### config.mk
export PLATFORM = sky130hd
export DESIGN_NAME = bin_to_bcd_seq_flat
export DESIGN_NICKNAME = d
export VERILOG_FILES = /design/src/rtl/bin_to_bcd_seq_if.sv /design/src/rtl/bin_to_bcd_seq.sv /design/src/flat_wrapper.sv
export SDC_FILE = /design/constraint.sdc
export NUM_CORES = 1
export LEC_CHECK = 0
export ABC_AREA = 1
export BUFFER_PORTS_ARGS = -buffer_cell sky130_fd_sc_hd__buf_4
export CAP_MARGIN = 5
export CELL_PAD_IN_SITES_DETAIL_PLACEMENT = 1
export CELL_PAD_IN_SITES_GLOBAL_PLACEMENT = 2
export CORE_MARGIN = 2
export CORE_UTILIZATION = 34
export DETAILED_ROUTE_END_ITERATION = 7
export GPL_ROUTABILITY_DRIVEN = 0
export PLACE_DENSITY_LB_ADDON = 0.08
export RECOVER_POWER = 100
export SLEW_MARGIN = 20
export SYNTH_ARGS = -nofsm -noshare
export SYNTH_HDL_FRONTEND = slang
export SYNTH_SLANG_ARGS = --single-unit
### constraint.sdc
create_clock -name i_Clk -period 1.59 [get_ports i_Clk]
set_input_delay 0.0795 -clock i_Clk [delete_from_list [all_inputs] [get_ports i_Clk]]
set_output_delay 0.0795 -clock i_Clk [all_outputs]
set_load 0.05 [all_outputs]
### src/rtl/bin_to_bcd_seq_if.sv
// Request/result bundle for the sequential binary-to-BCD converter.
// The master drives the value and start request; the slave returns status and packed BCD.
interface bin_to_bcd_seq_if #(
  parameter int BIN_WIDTH = 7,
  parameter int DIGITS    = 2
) ();
  logic [BIN_WIDTH-1:0] i_Binary;
  logic                 i_Start;
  logic                 o_Busy;
  logic                 o_Done;
  logic [4*DIGITS-1:0]  o_BCD;
  logic                 o_Overflow;

  modport master (
    output i_Binary,
    output i_Start,
    input  o_Busy,
    input  o_Done,
    input  o_BCD,
    input  o_Overflow
  );

  modport slave (
    input  i_Binary,
    input  i_Start,
    output o_Busy,
    output o_Done,
    output o_BCD,
    output o_Overflow
  );
endinterface

### src/rtl/bin_to_bcd_seq.sv
// Sequential shift-and-add-3 binary-to-BCD converter; holds the packed digits between conversions.
// Optional BCD_AUTO_START_EN: start a conversion automatically whenever i_Binary changes while idle.
//
// state   | meaning
// S_IDLE  | waiting for a start; results held
// S_SHIFT | one add-3/shift step per cycle, BIN_WIDTH cycles
// S_DONE  | publish digits and overflow, pulse o_Done
module bin_to_bcd_seq #(
  parameter int BIN_WIDTH = 7,
  parameter int DIGITS    = 2
) (
  input logic              i_Clk,
  input logic              i_Reset,
  bin_to_bcd_seq_if.slave  bus
);

  localparam int SW = 4 * (DIGITS + 1);
  localparam int CW = $clog2(BIN_WIDTH + 1);

  typedef enum logic [1:0] {
    S_IDLE  = 2'd0,
    S_SHIFT = 2'd1,
    S_DONE  = 2'd2
  } state_t;

  state_t               state_q;
  logic [BIN_WIDTH-1:0] bin_q;
  logic [BIN_WIDTH-1:0] bin_d;
  logic [SW-1:0]        scr_q;
  logic [SW-1:0]        scr_d;
  logic [SW-1:0]        adj_d;
  logic                 sticky_q;
  logic                 sticky_d;
  logic [CW-1:0]        cnt_q;
  logic                 busy_q;
  logic                 done_q;
  logic [4*DIGITS-1:0]  bcd_q;
  logic                 ovf_q;
  logic                 start_d;

  always_comb begin
    adj_d = scr_q;
    for (int k = 0; k <= DIGITS; k++) begin
      if (scr_q[4*k +: 4] >= 4'd5) begin
        adj_d[4*k +: 4] = scr_q[4*k +: 4] + 4'd3;
      end
    end
    scr_d    = {adj_d[SW-2:0], bin_q[BIN_WIDTH-1]};
    bin_d    = bin_q << 1;
    sticky_d = sticky_q | adj_d[SW-1];
  end

`ifdef BCD_AUTO_START_EN
  logic [BIN_WIDTH-1:0] last_q;
  assign start_d = bus.i_Start | (bus.i_Binary != last_q);
`else
  assign start_d = bus.i_Start;
`endif

  always_ff @(posedge i_Clk or posedge i_Reset) begin
    if (i_Reset) begin
      state_q  <= S_IDLE;
      bin_q    <= '0;
      scr_q    <= '0;
      sticky_q <= 1'b0;
      cnt_q    <= '0;
      busy_q   <= 1'b0;
      done_q   <= 1'b0;
      bcd_q    <= '0;
      ovf_q    <= 1'b0;
`ifdef BCD_AUTO_START_EN
      last_q   <= '0;
`endif
    end else begin
      done_q <= 1'b0;
      case (state_q)
        S_IDLE: begin
          if (start_d) begin
            bin_q    <= bus.i_Binary;
            scr_q    <= '0;
            sticky_q <= 1'b0;
            cnt_q    <= CW'(BIN_WIDTH);
            busy_q   <= 1'b1;
            state_q  <= S_SHIFT;
`ifdef BCD_AUTO_START_EN
            last_q   <= bus.i_Binary;
`endif
          end
        end
        S_SHIFT: begin
          scr_q    <= scr_d;
          bin_q    <= bin_d;
          sticky_q <= sticky_d;
          cnt_q    <= cnt_q - CW'(1);
          if (cnt_q == CW'(1)) begin
            state_q <= S_DONE;
          end
        end
        S_DONE: begin
          // Guard digit catches values >= 10^DIGITS; sticky covers bits lost past it.
          bcd_q   <= scr_q[4*DIGITS-1:0];
          ovf_q   <= (scr_q[SW-1 -: 4] != 4'd0) | sticky_q;
          done_q  <= 1'b1;
          busy_q  <= 1'b0;
          state_q <= S_IDLE;
        end
        default: begin
          busy_q  <= 1'b0;
          state_q <= S_IDLE;
        end
      endcase
    end
  end

  assign bus.o_Busy     = busy_q;
  assign bus.o_Done     = done_q;
  assign bus.o_BCD      = bcd_q;
  assign bus.o_Overflow = ovf_q;

endmodule

### src/flat_wrapper.sv
// flat-port wrapper written by rule: the top's interface ports become plain ports
module bin_to_bcd_seq_flat 
#(
  parameter int BIN_WIDTH = 7,
  parameter int DIGITS    = 2
)
  (i_Clk, i_Reset, bus_i_Binary, bus_i_Start, bus_o_Busy, bus_o_Done, bus_o_BCD, bus_o_Overflow);
  bin_to_bcd_seq_if #(.BIN_WIDTH(BIN_WIDTH), .DIGITS(DIGITS)) bus_i ();
  input logic i_Clk;
  input logic i_Reset;
  input wire logic [$bits(bus_i.i_Binary)-1:0] bus_i_Binary;
  input wire logic [$bits(bus_i.i_Start)-1:0] bus_i_Start;
  output wire logic [$bits(bus_i.o_Busy)-1:0] bus_o_Busy;
  output wire logic [$bits(bus_i.o_Done)-1:0] bus_o_Done;
  output wire logic [$bits(bus_i.o_BCD)-1:0] bus_o_BCD;
  output wire logic [$bits(bus_i.o_Overflow)-1:0] bus_o_Overflow;
  assign bus_i.i_Binary = bus_i_Binary;
  assign bus_i.i_Start = bus_i_Start;
  assign bus_o_Busy = bus_i.o_Busy;
  assign bus_o_Done = bus_i.o_Done;
  assign bus_o_BCD = bus_i.o_BCD;
  assign bus_o_Overflow = bus_i.o_Overflow;
  bin_to_bcd_seq #(.BIN_WIDTH(BIN_WIDTH), .DIGITS(DIGITS)) u_core (.i_Clk(i_Clk), .i_Reset(i_Reset), .bus(bus_i));
endmodule
==> results of run 1 <==
## stage by stage
stage	hold slack [ns]	setup WS, ns
final	0.105	0.142
after global routing	0.110	0.0164
after CTS	0.0772	0.183
after detailed placement	0.182	0.206
after global placement	0.154	0.261
after floorplan	0.224	0.453
## layout by cell type (no fill, tap or decap), types with 2 or more instances in the layout
master	instances
dfrtp_1	36
ha_1	9
nor2_1	11
nand3_1	18
nand2_1	68
clkbuf_1	12
nand4_1	6
clkbuf_2	3
inv_1	22
o21ai_0	23
buf_4	10
o21ai_1	11
clkbuf_8	7
o21bai_1	2
## cell type report
class,instances,area (sq um)
Fill cell,646,3010
Inverter,22,82.6
Tap cell,70,87.6
Clock buffer,7,96.3
Sequential cell,36,901
Timing Repair Buffer,27,153
Multi-Input combinational cell,152,748
## power by group
part / leakage [nW] / switching (mW) / internal (mW)
logic: 0.543 / 1.64 / 0.678
registers: 0.436 / 0.295 / 1.35
clock network: 0.0503 / 0.304 / 0.386
total: 1.03 / 2.24 / 2.41
## how the worst min path moves through the flow
stage | start | end | slack [ns] | cells past startpoint
2_1_floorplan | bus_i_Binary[0] | u_core.bin_q[0]$_DFFE_PP0P_ | 0.22 | 2
6_report | bus_i_Binary[5] | u_core.bin_q[5]$_DFFE_PP0P_ | 0.11 | 3
5_1_grt | bus_i_Binary[0] | u_core.bin_q[0]$_DFFE_PP0P_ | 0.11 | 3
4_1_cts | bus_i_Binary[5] | u_core.bin_q[5]$_DFFE_PP0P_ | 0.08 | 3
3_3_place_gp | i_Reset | u_core.bus.o_BCD[3]$_DFFE_PP0P_ | 0.15 | 2
3_5_place_dp | i_Reset | u_core.bus.o_BCD[3]$_DFFE_PP0P_ | 0.18 | 2
## critical path: cells and delay by family, from the launching register on
family | cells | cell delay (ns)
simple gates | 1 | 0.11
flops | 1 | 0.37
compound gates | 2 | 0.25
buf+inv | 3 | 0.64
## metal layers
| layer | vias to the layer above | wire length [microns] | track usage | share of wire |
|---|---|---|---|---|
| met5 | - | 0 | 0 | 0 |
| met4 | 0 | 55 | 0.0491 | 0.012 |
| met3 | 7 | 101 | 0.0261 | 0.022 |
| met2 | 22 | 2380 | 0.315 | 0.53 |
| met1 | 760 | 1970 | 0.194 | 0.44 |
| li1 | 754 | - | - | - |
## registers in the layout (all words and copies together) (netlist names)
| name | count |
|---|---|
| u_core.bin_q | 7 |
| u_core.bus.o_Done | 1 |
| u_core.scr_q | 12 |
| u_core.bus.o_Busy | 1 |
| u_core.sticky_q | 1 |
| u_core.bus.o_Overflow | 1 |
| u_core.state_q | 2 |
| u_core.bus.o_BCD | 8 |
| u_core.cnt_q | 3 |
## kinds of logic (layout without fill, tap and decap cells)
kind of cell,Yosys count,in the layout,synth area share
AO/OA/AOI/OAI,37,37,0.110
adder cells (fa/ha/maj),9,9,0.0632
buffers and inverters,28,56,0.0695
flip-flops,36,36,0.506
AND/OR/NAND/NOR,106,106,0.251
==> flow_metrics.py, run 1 <==
metrics = {
    "yosys": {
        "ys_types": 21,
        "synthArstFlopShare": 1.00,
        "yosys_warnings": 0,
        "synth_edf_count": 0,
        "synth_top_area_frac": 0.506,
        "syn_nets": 235,
        "synth_area_leaders": "dfrtp_1 51%, nand2_1 14%, o21ai_1 7.3%, ha_1 6.3%, nand3_1 5.1%",
        "synth_top_flop_cell": "dfrtp_1",
        "seq_area_frac_synth": 0.506,
        "synth-seq-cells": 36,
        "postSynthCellCount": 216,
        "synthMostInstantiatedCell": "nand2_1",
        "netlist_top_cells_count": "67 x nand2_1, 36 x dfrtp_1, 26 x o21ai_1",
        "syn_avg_cell_area_sq_um": 8.25,
        "syn_area_sq_um": 1780,
        "yosys.area.top_type": "dfrtp_1",
    },
    "worst_setup_path": {
        "path_max_fanout": 8,
        "worstSetupPathType": "reg2reg",
        "critPathLaunchType": "register",
        "crit_top_cell": "inv_1",
        "crit_start": "u_core.state_q[1]$_DFFE_PP0P_",
        "crit_chain": "inv_1 > nand2_1 > inv_1 > clkbuf_2 > o21ai_1 > o21ai_0",
        "crit_end": "u_core.bin_q[6]$_DFFE_PP0P_",
        "reg2reg_slack_ns": 0.14,
        "critPathCaptureType": "register",
        "slowest_stage": "dfrtp_1",
        "worstReg2RegEnd": "u_core.bin_q[6]$_DFFE_PP0P_",
        "critPathMaxStageDelay_ns": 0.37,
        "r2r-start": "u_core.state_q[1]$_DFFE_PP0P_",
        "arrival_ns": 1.64,
        "required_ns": 1.78,
        "r2r.worst_path.cells": 6,
    },
    "final_layout": {
        "area_growth_pct": 16.1,
        "drive_gt1_frac": 0.0861,
        "post-route-util": 0.408,
        "final_area_sq_um": 2070,
        "fin_nets": 263,
        "instances_no_fill": 314,
        "antennaDiodeCount": 0,
    },
    "cts": {
        "cts_tree": "yes",
        "cts_resized": 0,
        "clkLatencyLatePin_ns": 0.28,
        "cts-root-buf": "clkbuf_8",
        "h-tree-depth": 2,
        "holdBufCountCts": 1,
        "clock_path_buffers": 2,
        "path_clk_slew_ns": 0.07,
        "clock_sinks": 36,
        "numCtsBuffers": 5,
        "post_cts_buffers": 0,
    },
    "detailed_routing": {
        "wire_per_inst_microns": 14.3,
        "first_pass_iters": 4,
        "avgViaCountPerCell": 4.91,
        "postRouteAntennaNets": 0,
        "drtIter0Drc": 47,
        "num_vias": 1543,
        "drc": 0,
        "wl_microns": 4500,
    },
    "place": {
        "io_buffers": 20,
        "hpwlAfterDp_microns": 3420,
        "dp.cells": 306,
        "place_area_sq_um": 2040,
    },
    "timing": {
        "fin_crit_ns": 1.45,
        "timing.final.hold_violations": 0,
        "clock_skew_ns": 0.00737,
        "max_freq_ghz": 0.691,
        "drv_slew": 0,
        "rsz0062_at_grt": "false",
        "max-slew-margin-rel": 0.592,
        "min_period_over_period": 0.911,
        "worstMarginPinSlew_ns": 0.612,
        "tns_ns": 0,
        "setup_viol": 0,
    },
    "hold_path": {
        "min_path_type": "in2reg",
    },
    "die": {
        "ios": 21,
        "die_w_microns": 76.4,
        "initial_utilization": 0.351,
        "die_h_microns": 76.4,
        "die_area_sq_um": 5840,
        "core_sq_um": 5070,
        "rows": 26,
    },
    "grt": {
        "grt_pass1_vias": 1673,
        "grt_pass1_wl_microns": 7930,
        "grt_max_degree": 25,
        "grt_overflow": 0,
        "grt_usage": 0.167,
        "antenna_found_initial": 0,
    },
    "power": {
        "p_total_mw": 4.65,
        "power.density_nw_per_um2": 2250,
        "p_leak_nw": 1.03,
        "ir_drop_mv": 0.610,
    },
    "flow_run": {
        "cap_violations": 0,
    },
    "outcome": {
        "outcome": "finished clean",
    },
}
Power figures use the tool's default switching activity.
==> run 2, diff against run 1 <==
--- a/config.mk
+++ b/config.mk
@@ -5,13 +5,13 @@
 export SDC_FILE = /design/constraint.sdc
 export NUM_CORES = 1
 export LEC_CHECK = 0
-export ABC_AREA = 1
 export BUFFER_PORTS_ARGS = -buffer_cell sky130_fd_sc_hd__buf_4
 export CAP_MARGIN = 5
 export CELL_PAD_IN_SITES_DETAIL_PLACEMENT = 1
 export CELL_PAD_IN_SITES_GLOBAL_PLACEMENT = 2
+export CORE_ASPECT_RATIO = 0.8
 export CORE_MARGIN = 2
-export CORE_UTILIZATION = 34
+export CORE_UTILIZATION = 37
 export DETAILED_ROUTE_END_ITERATION = 7
 export GPL_ROUTABILITY_DRIVEN = 0
 export PLACE_DENSITY_LB_ADDON = 0.08
==> constraint.sdc (replaced) <==
create_clock -name i_Clk -period 1.59 [get_ports i_Clk]
set_input_delay 0.0795 -clock i_Clk [delete_from_list [all_inputs] [get_ports i_Clk]]
set_output_delay 0.0795 -clock i_Clk [all_outputs]
set_load 0.02 [all_outputs]
==> run 2 against run 1 <==
  * Utilization up 2.2 points
  * Power fell by 6.8%
  * Flip-flop and latch count is the same
  * Count of clock-buffer cells in the layout up 1
  * Synthesized cell count down 16%
  * Maximum frequency is 0.17% lower
  * Critical path depth decreased by 1
  * Global-route usage up 0.051 points
  * Area after synthesis increased by 6.3%
  * Sequential power down 4%
==> flow_metrics.py, run 2 <==
metrics = {
    "yosys": {
        "yosys.area_share.adder": 0.0594,
        "synthArstFlopShare": 1.00,
        "seq_area_frac_synth": 0.476,
        "synth_edf_count": 0,
        "syn_nets": 200,
        "synth-simple-area-share": 0.124,
        "ys_types": 33,
        "postSynthCellCount": 181,
        "synth-seq-cells": 36,
        "netlist_top_cells_count": "36 x dfrtp_1, 26 x nand2_1, 18 x inv_1",
        "syn_area_sq_um": 1890,
        "synthMostInstantiatedCell": "dfrtp_1",
        "synth_compound_area_frac": 0.234,
        "synth_top_family_by_area": "compound AO/OA/AOI/OAI gates",
        "synthMuxAreaShare": 0,
        "yosys.area.top_type": "dfrtp_1",
        "yosys_warnings": 0,
        "syn_avg_cell_area_sq_um": 10.5,
        "synth_top_flop_cell": "dfrtp_1",
        "synth_area_leaders": "dfrtp_1 48%, ha_1 5.9%, nand2_1 5.2%, o21ai_0 4.5%, inv_1 3.6%",
        "synth_xor_area_frac": 0.0139,
        "synth_top_area_frac": 0.476,
    },
    "place": {
        "io_buffers": 20,
        "hpwlAfterDp_microns": 3140,
        "pre_cts_ws_ns": 0.111,
    },
    "worst_setup_path": {
        "crit_start": "u_core.scr_q[9]$_DFFE_PP0P_",
        "arrival_ns": 1.61,
        "worstSetupPathType": "reg2reg",
        "critPathLaunchType": "register",
        "required_ns": 1.75,
        "reg2reg_slack_ns": 0.14,
        "path_max_fanout": 4,
        "r2r-start": "u_core.scr_q[9]$_DFFE_PP0P_",
        "worstReg2RegEnd": "u_core.scr_q[10]$_DFFE_PP0P_",
        "critPathCaptureType": "register",
        "r2r.worst_path.cells": 5,
    },
    "power": {
        "power.switching_mw": 1.82,
        "p_total_mw": 4.34,
        "cell_internal_pwr_mw": 2.52,
        "p_clk_frac": 0.157,
        "seqPwrFrac": 0.364,
        "switching_share": 0.419,
        "pwr-share-comb": 0.479,
        "ir_drop_mv": 0.740,
        "power.density_nw_per_um2": 2030,
        "p_leak_nw": 0.960,
    },
    "final_layout": {
        "regMostFlops": "u_core.scr_q",
        "seqCellArea_sq_um": 901,
        "final_cell_mix": "36 x dfrtp_1, 26 x nand2_1, 18 x inv_1",
        "antennaDiodeCount": 0,
        "filler_cell_count": 568,
        "fin_nets": 226,
        "multiInputGateArea_sq_um": 826,
        "area_growth_pct": 12.9,
        "final_common_cell": "dfrtp_1",
        "drive_gt1_frac": 0.163,
        "largest_reg_flops": 12,
    },
    "die": {
        "initial_utilization": 0.380,
        "core_sq_um": 4980,
        "die_h_microns": 68,
        "rows": 23,
        "ios": 21,
        "die_w_microns": 84,
        "die_area_sq_um": 5710,
    },
    "outcome": {
        "outcome": "finished clean",
    },
    "detailed_routing": {
        "drc": 0,
        "postRouteAntennaNets": 0,
        "wl_microns": 4340,
        "avgViaCountPerCell": 5.16,
        "num_vias": 1393,
        "first_pass_iters": 4,
        "drtIter0Drc": 57,
        "wire_per_inst_microns": 16.1,
    },
    "grt": {
        "antenna_found_initial": 0,
        "grt_pass1_vias": 1480,
        "grt_overflow": 0,
        "grt_pass1_wl_microns": 7370,
        "grt_max_degree": 27,
        "grt_usage": 0.168,
    },
    "timing": {
        "worstMarginPinSlew_ns": 0.616,
        "tns_ns": 0,
        "clock_skew_ns": 0.00917,
        "fin_crit_ns": 1.45,
        "rsz0062_at_grt": "false",
        "min_period_over_period": 0.912,
        "timing.final.hold_violations": 0,
        "max_freq_ghz": 0.689,
        "setup_viol": 0,
        "max-slew-margin-rel": 0.589,
        "setup_ws_ns": 0.139,
        "drv_slew": 0,
    },
    "cts": {
        "path_clk_slew_ns": 0.08,
        "clock_path_buffers": 2,
        "clkLatencyLatePin_ns": 0.29,
        "numCtsBuffers": 5,
        "cts_tree": "yes",
        "h-tree-depth": 2,
        "cts-root-buf": "clkbuf_8",
        "clock_sinks": 36,
    },
    "hold_path": {
        "min_path_type": "in2reg",
        "whs_path_depth": 3,
        "min_to": "u_core.bin_q[4]$_DFFE_PP0P_",
        "hp-start": "bus_i_Binary[4]",
    },
    "flow_run": {
        "cap_violations": 0,
    },
}
## run 2: cell types whose count changed after synthesis, sizes merged, moves of 4 or more
cell / delta
a21oi: +4
nand2: -42
nor2: -6
inv: -4
nand4: -6
nor2b: +8
a31oi: +5
buf: +4
o31ai: +4
nand3: -18
o2111ai: +6
nand2b: +5
o21ai: -16
## run 2: worst max path at each step
| stage | to | cells after the start |
|---|---|---|
| global placement | u_core.scr_q[1]$_DFFE_PP0P_ | 5 |
| floorplan | u_core.scr_q[4]$_DFFE_PP0P_ | 5 |
| CTS | u_core.scr_q[4]$_DFFE_PP0P_ | 5 |
| global route | u_core.scr_q[5]$_DFFE_PP0P_ | 5 |
| detailed placement | u_core.scr_q[4]$_DFFE_PP0P_ | 5 |
| finish | u_core.scr_q[10]$_DFFE_PP0P_ | 5 |
## run 2: layer usage
metal  routed length [microns]  part of all wire  track usage
met5                         0                 0            0
met4                        27            0.0062       0.0484
met3                       106             0.024       0.0362
met2                      2160              0.50        0.296
met1                      2050              0.47        0.212
## run 2: area by class of cell
cell class                      count  area share
Timing Repair Buffer               29      0.0825
Inverter                           18      0.0316
Clock buffer                        8      0.0421
Multi-Input combinational cell    117       0.386
Tap cell                           62      0.0363
Sequential cell                    36       0.421
## run 2: logic make-up (layout without fill, tap and decap cells)
group                    after synthesis  in the layout
AO/OA/AOI/OAI                         58             58
XOR/XNOR                               3              3
adder cells (fa/ha/maj)                9              9
buffers and inverters                 28             55
flip-flops                            36             36
AND/OR/NAND/NOR                       47             47
## run 2: power groups by stage
stage,sequential (mW),clock [mW],combinational [mW]
floorplan,1.62,0,1.60
global placement,1.58,0,2.05
detailed placement,1.61,0,2.17
CTS,1.59,0.710,2.18
global route,1.64,0.741,2.34
finish,1.58,0.681,2.08
## run 2: critical path, stage by stage, from the launching register on
cell      delay (ns)
dfrtp_1         0.41
inv_1           0.16
ha_1            0.22
nor2b_2         0.20
o21a_1          0.20
o211ai_1        0.13
## run 2: through the flow
step	cells	hold slack (ns)	utilization	cell area, sq um
2_1_floorplan	181	0.233	-	1890
4_1_cts	269	0.0741	0.443	2200
3_5_place_dp	260	0.148	0.423	2100
6_report	270	0.0832	0.430	2140
3_3_place_gp	260	0.132	0.423	2100
5_1_grt	270	0.0776	0.430	2140
## run 2: repair_timing
action | 4_1_cts | 5_1_grt
endpoints found under the hold margin | 10 | 0
hold buffers | 1 | 0
resized for setup | 0 | 4
endpoints found under the setup margin | 0 | 5
setup buffers | 0 | 1
